## src/rtl/risc16_pkg.sv

```systemverilog
// Shared types for the RISC16 data-memory arbiter.
package risc16_pkg;

    localparam int WORD_W = 16;

    typedef enum logic [1:0] {
        IDLE  = 2'd0,
        ISSUE = 2'd1,
        WAIT  = 2'd2,
        RESP  = 2'd3
    } state_t;

    typedef enum logic {
        OWN_CPU = 1'b0,
        OWN_LDR = 1'b1
    } owner_t;

endpackage

```

## src/rtl/risc16_mem_arbiter_if.sv

```systemverilog
// Requester-side access port: request/address/data out, grant/done/read data back.
interface risc16_mem_arbiter_if
    import risc16_pkg::*;
#(
    parameter int ADDR_W = 8
);

    logic              req;
    logic              we;
    logic [ADDR_W-1:0] addr;
    logic [WORD_W-1:0] wdata;
    logic              gnt;
    logic              done;
    logic [WORD_W-1:0] rdata;

    modport master (
        output req, we, addr, wdata,
        input  gnt, done, rdata
    );

    modport slave (
        input  req, we, addr, wdata,
        output gnt, done, rdata
    );

endinterface

```

## src/rtl/risc16_rr_arb2.sv

```systemverilog
// Two-way arbiter: picks the CPU or the loader, with an optional fixed CPU priority.
module risc16_rr_arb2
    import risc16_pkg::*;
(
    input  logic       clk,
    input  logic       rst,
    input  logic [1:0] req,
    input  logic       fixed_prio,
    input  logic       advance,
    output owner_t     winner,
    output logic       any
);

    owner_t ptr;

    assign any = |req;

    // Winner selection: a lone requester wins, a conflict goes to the CPU or to the pointer.
    always_comb begin
        winner = OWN_CPU;
        if (req == 2'b11) begin
            winner = (fixed_prio || (ptr == OWN_CPU)) ? OWN_CPU : OWN_LDR;
        end else if (req[1]) begin
            winner = OWN_LDR;
        end
    end

    // Pointer moves to the port that lost; it is only consulted in IDLE, so
    // updating it on the grant edge is indistinguishable from updating it after ISSUE.
    always_ff @(posedge clk) begin
        if (rst) begin
            ptr <= OWN_CPU;
        end else if (advance) begin
            ptr <= (winner == OWN_CPU) ? OWN_LDR : OWN_CPU;
        end
    end

endmodule

```

## src/rtl/risc16_mem_arbiter.sv

```systemverilog
// Shares the single-port RISC16 data memory between the CPU load/store unit and the loader.
module risc16_mem_arbiter
    import risc16_pkg::*;
#(
    parameter int ADDR_W   = 8,
    parameter int MEM_LAT  = 1,
    parameter int CPU_PRIO = 0
) (
    input  logic                 clk,
    input  logic                 rst,
    risc16_mem_arbiter_if.slave  cpu,
    risc16_mem_arbiter_if.slave  ldr,
    output logic                 mem_en,
    output logic                 mem_we,
    output logic [ADDR_W-1:0]    mem_addr,
    output logic [WORD_W-1:0]    mem_wdata,
    input  logic [WORD_W-1:0]    mem_rdata,
    output logic                 busy
);

    state_t            state;
    owner_t            owner;
    owner_t            winner;
    logic              any;
    logic              acc_we;
    logic [2:0]        cnt;
    logic              cpu_gnt_q;
    logic              ldr_gnt_q;
    logic              cpu_done_q;
    logic              ldr_done_q;
    logic [WORD_W-1:0] cpu_rdata_q;
    logic [WORD_W-1:0] ldr_rdata_q;
    logic              advance;

    assign advance = (state == IDLE) && any;

    risc16_rr_arb2 u_arb (
        .clk        (clk),
        .rst        (rst),
        .req        ({ldr.req, cpu.req}),
        .fixed_prio (CPU_PRIO != 0),
        .advance    (advance),
        .winner     (winner),
        .any        (any)
    );

    assign cpu.gnt   = cpu_gnt_q;
    assign cpu.done  = cpu_done_q;
    assign cpu.rdata = cpu_rdata_q;
    assign ldr.gnt   = ldr_gnt_q;
    assign ldr.done  = ldr_done_q;
    assign ldr.rdata = ldr_rdata_q;
    assign busy      = (state != IDLE);

    // Per-access sequencer; every output is registered and pulses default back to 0.
    always_ff @(posedge clk) begin
        if (rst) begin
            state       <= IDLE;
            owner       <= OWN_CPU;
            acc_we      <= 1'b0;
            cnt         <= '0;
            cpu_gnt_q   <= 1'b0;
            ldr_gnt_q   <= 1'b0;
            cpu_done_q  <= 1'b0;
            ldr_done_q  <= 1'b0;
            cpu_rdata_q <= '0;
            ldr_rdata_q <= '0;
            mem_en      <= 1'b0;
            mem_we      <= 1'b0;
            mem_addr    <= '0;
            mem_wdata   <= '0;
        end else begin
            cpu_gnt_q  <= 1'b0;
            ldr_gnt_q  <= 1'b0;
            cpu_done_q <= 1'b0;
            ldr_done_q <= 1'b0;
            mem_en     <= 1'b0;
            mem_we     <= 1'b0;
            mem_addr   <= '0;
            mem_wdata  <= '0;
            case (state)
                IDLE: begin
                    if (any) begin
                        owner  <= winner;
                        mem_en <= 1'b1;
                        state  <= ISSUE;
                        if (winner == OWN_LDR) begin
                            acc_we    <= ldr.we;
                            mem_we    <= ldr.we;
                            mem_addr  <= ldr.addr;
                            mem_wdata <= ldr.wdata;
                            ldr_gnt_q <= 1'b1;
                        end else begin
                            acc_we    <= cpu.we;
                            mem_we    <= cpu.we;
                            mem_addr  <= cpu.addr;
                            mem_wdata <= cpu.wdata;
                            cpu_gnt_q <= 1'b1;
                        end
                    end
                end
                ISSUE: begin
                    cnt   <= 3'(MEM_LAT - 1);
                    state <= WAIT;
                end
                WAIT: begin
                    if (cnt == 3'd0) begin
                        if (!acc_we) begin
                            if (owner == OWN_LDR) begin
                                ldr_rdata_q <= mem_rdata;
                            end else begin
                                cpu_rdata_q <= mem_rdata;
                            end
                        end
                        if (owner == OWN_LDR) begin
                            ldr_done_q <= 1'b1;
                        end else begin
                            cpu_done_q <= 1'b1;
                        end
                        state <= RESP;
                    end else begin
                        cnt <= cnt - 3'd1;
                    end
                end
                RESP: begin
                    state <= IDLE;
                end
                default: begin
                    state <= IDLE;
                end
            endcase
        end
    end

endmodule

```

## src/flat_wrapper.sv

```systemverilog
// flat-port wrapper written by rule: the top's interface ports become plain ports
module risc16_mem_arbiter_flat import risc16_pkg::*;
#(
    parameter int ADDR_W   = 8,
    parameter int MEM_LAT  = 1,
    parameter int CPU_PRIO = 0
)
  (clk, rst, mem_en, mem_we, mem_addr, mem_wdata, mem_rdata, busy, cpu_req, cpu_we, cpu_addr, cpu_wdata, cpu_gnt, cpu_done, cpu_rdata, ldr_req, ldr_we, ldr_addr, ldr_wdata, ldr_gnt, ldr_done, ldr_rdata);
  risc16_mem_arbiter_if #(.ADDR_W(ADDR_W)) cpu_i ();
  risc16_mem_arbiter_if #(.ADDR_W(ADDR_W)) ldr_i ();
  input  logic clk;
  input  logic rst;
  output logic mem_en;
  output logic mem_we;
  output logic [ADDR_W-1:0] mem_addr;
  output logic [WORD_W-1:0] mem_wdata;
  input  logic [WORD_W-1:0] mem_rdata;
  output logic busy;
  input wire logic [$bits(cpu_i.req)-1:0] cpu_req;
  input wire logic [$bits(cpu_i.we)-1:0] cpu_we;
  input wire logic [$bits(cpu_i.addr)-1:0] cpu_addr;
  input wire logic [$bits(cpu_i.wdata)-1:0] cpu_wdata;
  output wire logic [$bits(cpu_i.gnt)-1:0] cpu_gnt;
  output wire logic [$bits(cpu_i.done)-1:0] cpu_done;
  output wire logic [$bits(cpu_i.rdata)-1:0] cpu_rdata;
  input wire logic [$bits(ldr_i.req)-1:0] ldr_req;
  input wire logic [$bits(ldr_i.we)-1:0] ldr_we;
  input wire logic [$bits(ldr_i.addr)-1:0] ldr_addr;
  input wire logic [$bits(ldr_i.wdata)-1:0] ldr_wdata;
  output wire logic [$bits(ldr_i.gnt)-1:0] ldr_gnt;
  output wire logic [$bits(ldr_i.done)-1:0] ldr_done;
  output wire logic [$bits(ldr_i.rdata)-1:0] ldr_rdata;
  assign cpu_i.req = cpu_req;
  assign cpu_i.we = cpu_we;
  assign cpu_i.addr = cpu_addr;
  assign cpu_i.wdata = cpu_wdata;
  assign cpu_gnt = cpu_i.gnt;
  assign cpu_done = cpu_i.done;
  assign cpu_rdata = cpu_i.rdata;
  assign ldr_i.req = ldr_req;
  assign ldr_i.we = ldr_we;
  assign ldr_i.addr = ldr_addr;
  assign ldr_i.wdata = ldr_wdata;
  assign ldr_gnt = ldr_i.gnt;
  assign ldr_done = ldr_i.done;
  assign ldr_rdata = ldr_i.rdata;
  risc16_mem_arbiter #(.ADDR_W(ADDR_W), .MEM_LAT(MEM_LAT), .CPU_PRIO(CPU_PRIO)) u_core (.clk(clk), .rst(rst), .cpu(cpu_i), .ldr(ldr_i), .mem_en(mem_en), .mem_we(mem_we), .mem_addr(mem_addr), .mem_wdata(mem_wdata), .mem_rdata(mem_rdata), .busy(busy));
endmodule
```

## config.mk

```make
export PLATFORM = sky130hd
export DESIGN_NAME = risc16_mem_arbiter_flat
export DESIGN_NICKNAME = d
export VERILOG_FILES = /design/src/rtl/risc16_pkg.sv /design/src/rtl/risc16_mem_arbiter_if.sv /design/src/rtl/risc16_rr_arb2.sv /design/src/rtl/risc16_mem_arbiter.sv /design/src/flat_wrapper.sv
export SDC_FILE = /design/constraint.sdc
export NUM_CORES = 1
export LEC_CHECK = 0
export ABC_CLOCK_PERIOD_IN_PS = 2300
export CORE_MARGIN = 3
export CORE_UTILIZATION = 42
export CTS_CLUSTER_DIAMETER = 50
export CTS_CLUSTER_SIZE = 24
export DETAILED_ROUTE_END_ITERATION = 7
export PLACE_DENSITY = 0.85
export SETUP_SLACK_MARGIN = 0.5
export SLEW_MARGIN = 40
export SYNTH_ARGS = -nofsm -noshare
export SYNTH_HDL_FRONTEND = slang
export SYNTH_SLANG_ARGS = --single-unit
```

## constraint.sdc

```tcl
create_clock -name clk -period 2.3 [get_ports clk]
set_input_delay 0.23 -clock clk [delete_from_list [all_inputs] [get_ports clk]]
set_output_delay 0.23 -clock clk [all_outputs]
set_load 0.1 [all_outputs]
```

* Word-level counts from Yosys, hierarchy flattened *
Cells that the tools add are included.

cells by class
  add/subtract/negate cells = 1
  $mul = 0
  divide/modulo/power cells = 0
  order comparisons = 0
  equality and inequality tests = 7
  shift-type cells = 0
  muxes and demuxes = 16
  bitwise operators = 6
  reduce and logical (&&, ||, !) cells = 14

operators with widths
  cell                                                                    count
  16-bit two-way mux                                                      1
  1-bit two-way mux                                                       9
  8-bit two-way mux                                                       1
  2-bit one-hot mux with 4 select lines                                   1
  4-bit AND reduction                                                     2
  2-bit equality test (second input constant)                             3
  1-bit NOT                                                               6
  3-bit one-hot mux with 2 select lines                                   1
  2-bit AND reduction                                                     3
  3-bit OR reduction                                                      2
  2-bit two-way mux                                                       2
  2-bit by 1-bit != test with 1-bit output (second input constant)        2
  2-bit nonzero test                                                      2
  2-bit OR reduction                                                      2
  3-bit logical NOT                                                       1
  3-bit two-way mux                                                       1
  3-bit by 1-bit subtractor with 3-bit output (second input constant)     1
  2-bit by 1-bit equality test with 1-bit output (second input constant)  1
  2-bit logical NOT                                                       1
  2-bit != test (second input constant)                                   1
  1-bit logical AND                                                       1

word-level totals
  flip-flop bits (word level) = 70
  latch bits = 0
  bits in writable memories = 0
  ROM bits = 0
  input port bits = 70
  output and inout port bits = 63
  word-level logic and storage cells = 59
  memories kept = 0

* Longest topological paths before layout *
  word-level depth = 3
  mapped depth = 8
  gate-level depth less buffers = 6

* Modules after synthesis *
From an unflattened synthesis, not the netlist that was laid out.

second synthesis, totals
  cells, all modules = 288
  area total of the unflattened synthesis = 2710.1 um2

by module, submodules not included
  module              instances  cells an instance  area an instance (um2)  sequential area each (um2)
  risc16_mem_arbiter  1          281                2645.0                  1381.3
  risc16_rr_arb2      1          7                  65.1                    20.0

* Worst setup path after synthesis *
No wires, ideal clock.

  kind = flip-flop to flip-flop
  from = register u_core.cnt[0]
  to = register u_core.ldr_rdata_q[0] (netlist: u_core.ldr.rdata[0])
  setup time = 0.070 ns
  data arrival time = 1.506 ns
  data required time = 2.230 ns
  path slack = 0.724 ns
  stages on the path, launching flop included = 8
  path buffers = 1
  clock period less this slack = 1.576 ns
  cells stage by stage = dfxtp_1 inv_1 ha_1 ha_1 nand4b_1 clkbuf_1 nand2_1 a21oi_1

on the way
  cells in the longest elaborated chain, start to end = 2

RTL lines
  what                           line                       RTL
  start: declaration             risc16_mem_arbiter.sv:26   logic [2:0] cnt;
  start signal: assignment       risc16_mem_arbiter.sv:103  cnt <= 3'(MEM_LAT - 1);
  start signal: assignment       risc16_mem_arbiter.sv:122  cnt <= cnt - 3'd1;
  3-bit logical NOT              risc16_mem_arbiter.sv:107  if (cnt == 3'd0) begin
  4-bit AND reduction (no line)  --
  end signal: assignment         risc16_mem_arbiter.sv:110  ldr_rdata_q <= mem_rdata;
  end: declaration               risc16_mem_arbiter.sv:32   logic [WORD_W-1:0] ldr_rdata_q;

Every way passes these cells.
A chain may end at the register's enable or synchronous reset.

* Worst setup path after layout *
  from = register u_core.cnt[0]
  to = register u_core.cpu_rdata_q[12] (netlist: u_core.cpu.rdata[12])

on the way
  cells in the longest elaborated chain, start to end = 2

RTL lines
  what                           line                       RTL
  3-bit logical NOT              risc16_mem_arbiter.sv:107
  4-bit AND reduction (no line)  --
  end signal: assignment         risc16_mem_arbiter.sv:112  cpu_rdata_q <= mem_rdata;
  end: declaration               risc16_mem_arbiter.sv:31   logic [WORD_W-1:0] cpu_rdata_q;

Every way passes these cells.

==> flow_metrics.py <==
metrics = {
    "clock_tree": {
        "ctsRootBufferMaster": "clkbuf_8",
        "numCtsBuffers": 9,
        "clock_tree.htree_level_count": 3,
        "tritoncts": "built",
        "cts_num_sinks": 70,
        "cts-hold-fix-buffers": 0,
        "clockBufferDepth": 2,
        "worst_skew_pair_later_pin_latency_ps": 340,
        "clk_pin_slew_worst_paths_ps": 70,
    },
    "floorplan": {
        "io-pin-count": 133,
        "die_w_um": 83.7,
        "core_sq_mm": 0.00568,
        "die-area_sq_mm": 0.00700,
        "die_height_um": 83.7,
        "rows": 27,
        "initial_utilization_pct": 44.6,
    },
    "logic_synthesis": {
        "netlist-cell-type-count": 35,
        "synth_ff_type": "dfxtp_1",
        "postSynthRegisterBits": 70,
        "yosys-top-cells-area": "dfxtp_1 (55%), nand2_1 (9.8%), a22o_1 (8.3%)",
        "yosys.cell_count.top_type": "dfxtp_1",
        "yosys.area.top_type_share_pct": 55.3,
        "synthTopCellsByCount": "dfxtp_1 (70), nand2_1 (66), a21oi_1 (37)",
        "avgSynthCellArea_sq_um": 9.56,
        "synth_async_sr_flop_share_pct": 0,
        "yosysSeqAreaShare_pct": 55.3,
        "synth_edf_count": 0,
        "mappedNetlistArea_sq_mm": 0.00253,
        "synth.yosys.warnings": 0,
        "syn_inst": 265,
        "synth_top_cell_by_area": "dfxtp_1",
        "postSynthNetCount": 342,
    },
    "placement": {
        "io_buffer_count": 132,
        "placed_cells": 453,
        "pre_cts_ws_ps": 338,
        "detailed_place_hpwl_mm": 4.86,
        "global_placer_s_final_weighted_congestion": 0.807,
        "placement_cell_area_sq_mm": 0.00368,
    },
    "critical_path": {
        "worst-endpoint-required_ps": 2560,
        "critPathKind": "reg -> reg",
        "rr_startpoint": "u_core.cnt[0]$_SDFFE_PP0P_",
        "critical_path.startpoint": "u_core.cnt[0]$_SDFFE_PP0P_",
        "cp.arrival_ps": 1990,
        "worstReg2RegEnd": "u_core.cpu.rdata[12]$_SDFFE_PP0P_",
        "endpoint_kind": "register",
        "cp-start-kind": "register",
        "reg2regPathDepth": 6,
        "path_max_fanout": 16,
        "r2r_slack_ps": 580,
    },
    "min_path": {
        "whs_path_depth": 2,
        "min_delay_worst_endpoint": "u_core.ldr.rdata[1]$_SDFFE_PP0P_",
        "min-delay-start": "u_core.ldr.rdata[1]$_SDFFE_PP0P_",
        "holdCritPathClass": "reg -> reg",
    },
    "global_routing": {
        "global_route.overflow_total": 0,
        "initial_antenna_violation_count": 0,
        "grt_pass1_vias": 2240,
        "largest_net_degree_at_the_start_of_global_routing": 43,
        "first_pass_grt_wire_length_mm": 11.1,
        "globalRouteTotalUtil_pct": 19.8,
    },
    "timing": {
        "fin_skew_ps": 9.34,
        "hold_ws_ps": 457,
        "timing_worst_slew_pin_value_ps": 482,
        "finalCriticalPeriod_ps": 1720,
        "max_slew_margin_pct": 67.8,
        "finalSetupTns_ps": 0,
        "clock.fmax_mhz": 580,
        "report.final.slew_viol_count": 0,
        "post-route-worst-setup-slack_ps": 575,
        "post-route-period-util_pct": 75.0,
        "rsz0062_at_grt": "true",
        "timing.final.hold_violations": 0,
        "timing.final.setup_violations": 0,
    },
    "layout": {
        "area.sequential_sq_mm": 0.00140,
        "filler_cells": 434,
        "area.growth.synth_to_final_pct": 57.7,
        "multi_input_area_sq_mm": 0.00101,
        "drive_gt1_share_pct": 22.1,
        "finalInstanceArea_sq_mm": 0.00399,
        "instances_no_fill": 471,
        "design.final.nets": 471,
        "num_antenna_cells": 0,
        "post-route-util_pct": 70.4,
    },
    "pwr": {
        "leakage_nw": 1.66,
        "power_density_mw_per_mm2": 1310,
        "vdd.ir_drop.worst_mv": 1.32,
        "pwr_total_mw": 5.23,
    },
    "routing": {
        "detail_route.drc_violations": 0,
        "detail_route.wl_per_cell_um": 14.8,
        "ant_nets": 0,
        "via_per_inst": 4.97,
        "dr.pass1.iters": 4,
        "detailroute.via_count": 2342,
        "drtIter0Drc": 68,
        "totalWireLength_mm": 6.97,
    },
    "run_status": {
        "run_status": "complete, no violations",
    },
    "job": {
        "cap_violations": 0,
    },
}
## cell families (layout without fill, tap and decap cells)
kind of cell	Yosys count	in the layout	share of synthesized area [%]
compound gates	72	72	18.8
fa+ha+maj	7	7	3.46
buf+inv	24	158	5.44
flops	70	70	55.3
simple gates	92	92	16.9
## power by group
part / leakage [nW] / internal [mW] / switching [mW] / total, mW
logic: 0.948 / 0.583 / 1.78 / 2.36
clock network: 0.140 / 0.891 / 0.458 / 1.35
registers: 0.570 / 1.42 / 0.101 / 1.52
total: 1.66 / 2.90 / 2.34 / 5.23
## timing repair
| item | in CTS | in global routing |
|---|---|---|
| gates resized for setup | 3 | 2 |
| setup buffers | 2 | 0 |
| setup endpoints to repair | 32 | 43 |
| pin swaps | 1 | 0 |
## routing by layer
metal / share of wire (%) / up-vias / GRT usage (%)
met5: 0 / - / 0
met4: 1.3 / 0 / 6.87
met3: 7.4 / 11 / 6.02
met2: 51 / 95 / 32.9
met1: 40 / 1075 / 24.3
li1: - / 1161 / -
## layout by cell type (no fill, tap or decap), drive strengths merged
cell type	Yosys	routed
a31oi	1	1
and3	3	3
a21boi	1	1
nand3	2	2
bufinv	0	4
and4bb	1	1
o41ai	1	1
o21a	1	1
clkbuf	2	11
a211o	3	3
nor3b	3	3
a21o	2	2
nand3b	1	1
clkdlybuf4s50	0	69
nand4bb	1	1
a21oi	37	37
and4	1	1
nor2b	3	3
clkinv	0	1
nor2	2	2
a22o	24	24
ha	7	7
nand2b	4	4
nor3	1	1
inv	7	7
and4b	1	1
buf	15	66
nand4b	1	1
or2	1	1
o21ai	2	2
dfxtp	70	70
nand2	66	66
and2	1	1
## worst max-delay path by stage
stage | cells past startpoint | slack [ps] | to
6_report | 6 | 580 | u_core.cpu.rdata[12]$_SDFFE_PP0P_
5_1_grt | 6 | 420 | u_core.cpu.rdata[0]$_SDFFE_PP0P_
4_1_cts | 6 | 550 | u_core.cpu.rdata[12]$_SDFFE_PP0P_
3_5_place_dp | 6 | 340 | u_core.ldr.rdata[6]$_SDFFE_PP0P_
3_3_place_gp | 5 | 350 | u_core.mem_wdata[11]$_SDFF_PP0_
2_1_floorplan | 7 | 720 | u_core.ldr.rdata[0]$_SDFFE_PP0P_
## area by class of cell
class | count | area share, %
well taps | 72 | 2.26
inverters | 7 | 0.658
repair buffers | 135 | 29.7
flip-flops and latches | 70 | 35.1
multi-input cells | 171 | 25.3
clock inverters | 5 | 3.23
clock buffers | 11 | 3.79
## flip-flops by register name, indices dropped and copies added (netlist names), 2 cells and up
register / flops
u_core.cpu.rdata: 16
u_core.ldr.rdata: 16
u_core.mem_wdata: 16
u_core.mem_addr: 8
u_core.cnt: 3
u_core.state: 2
## critical path: stages (launching register included)
cell	delay (ps)
dfxtp_1	330
inv_1	60
ha_1	150
ha_1	290
and4bb_2	510
nand2_1	130
a21oi_1	170
Note: power is estimated with default switching activity, not from simulation.
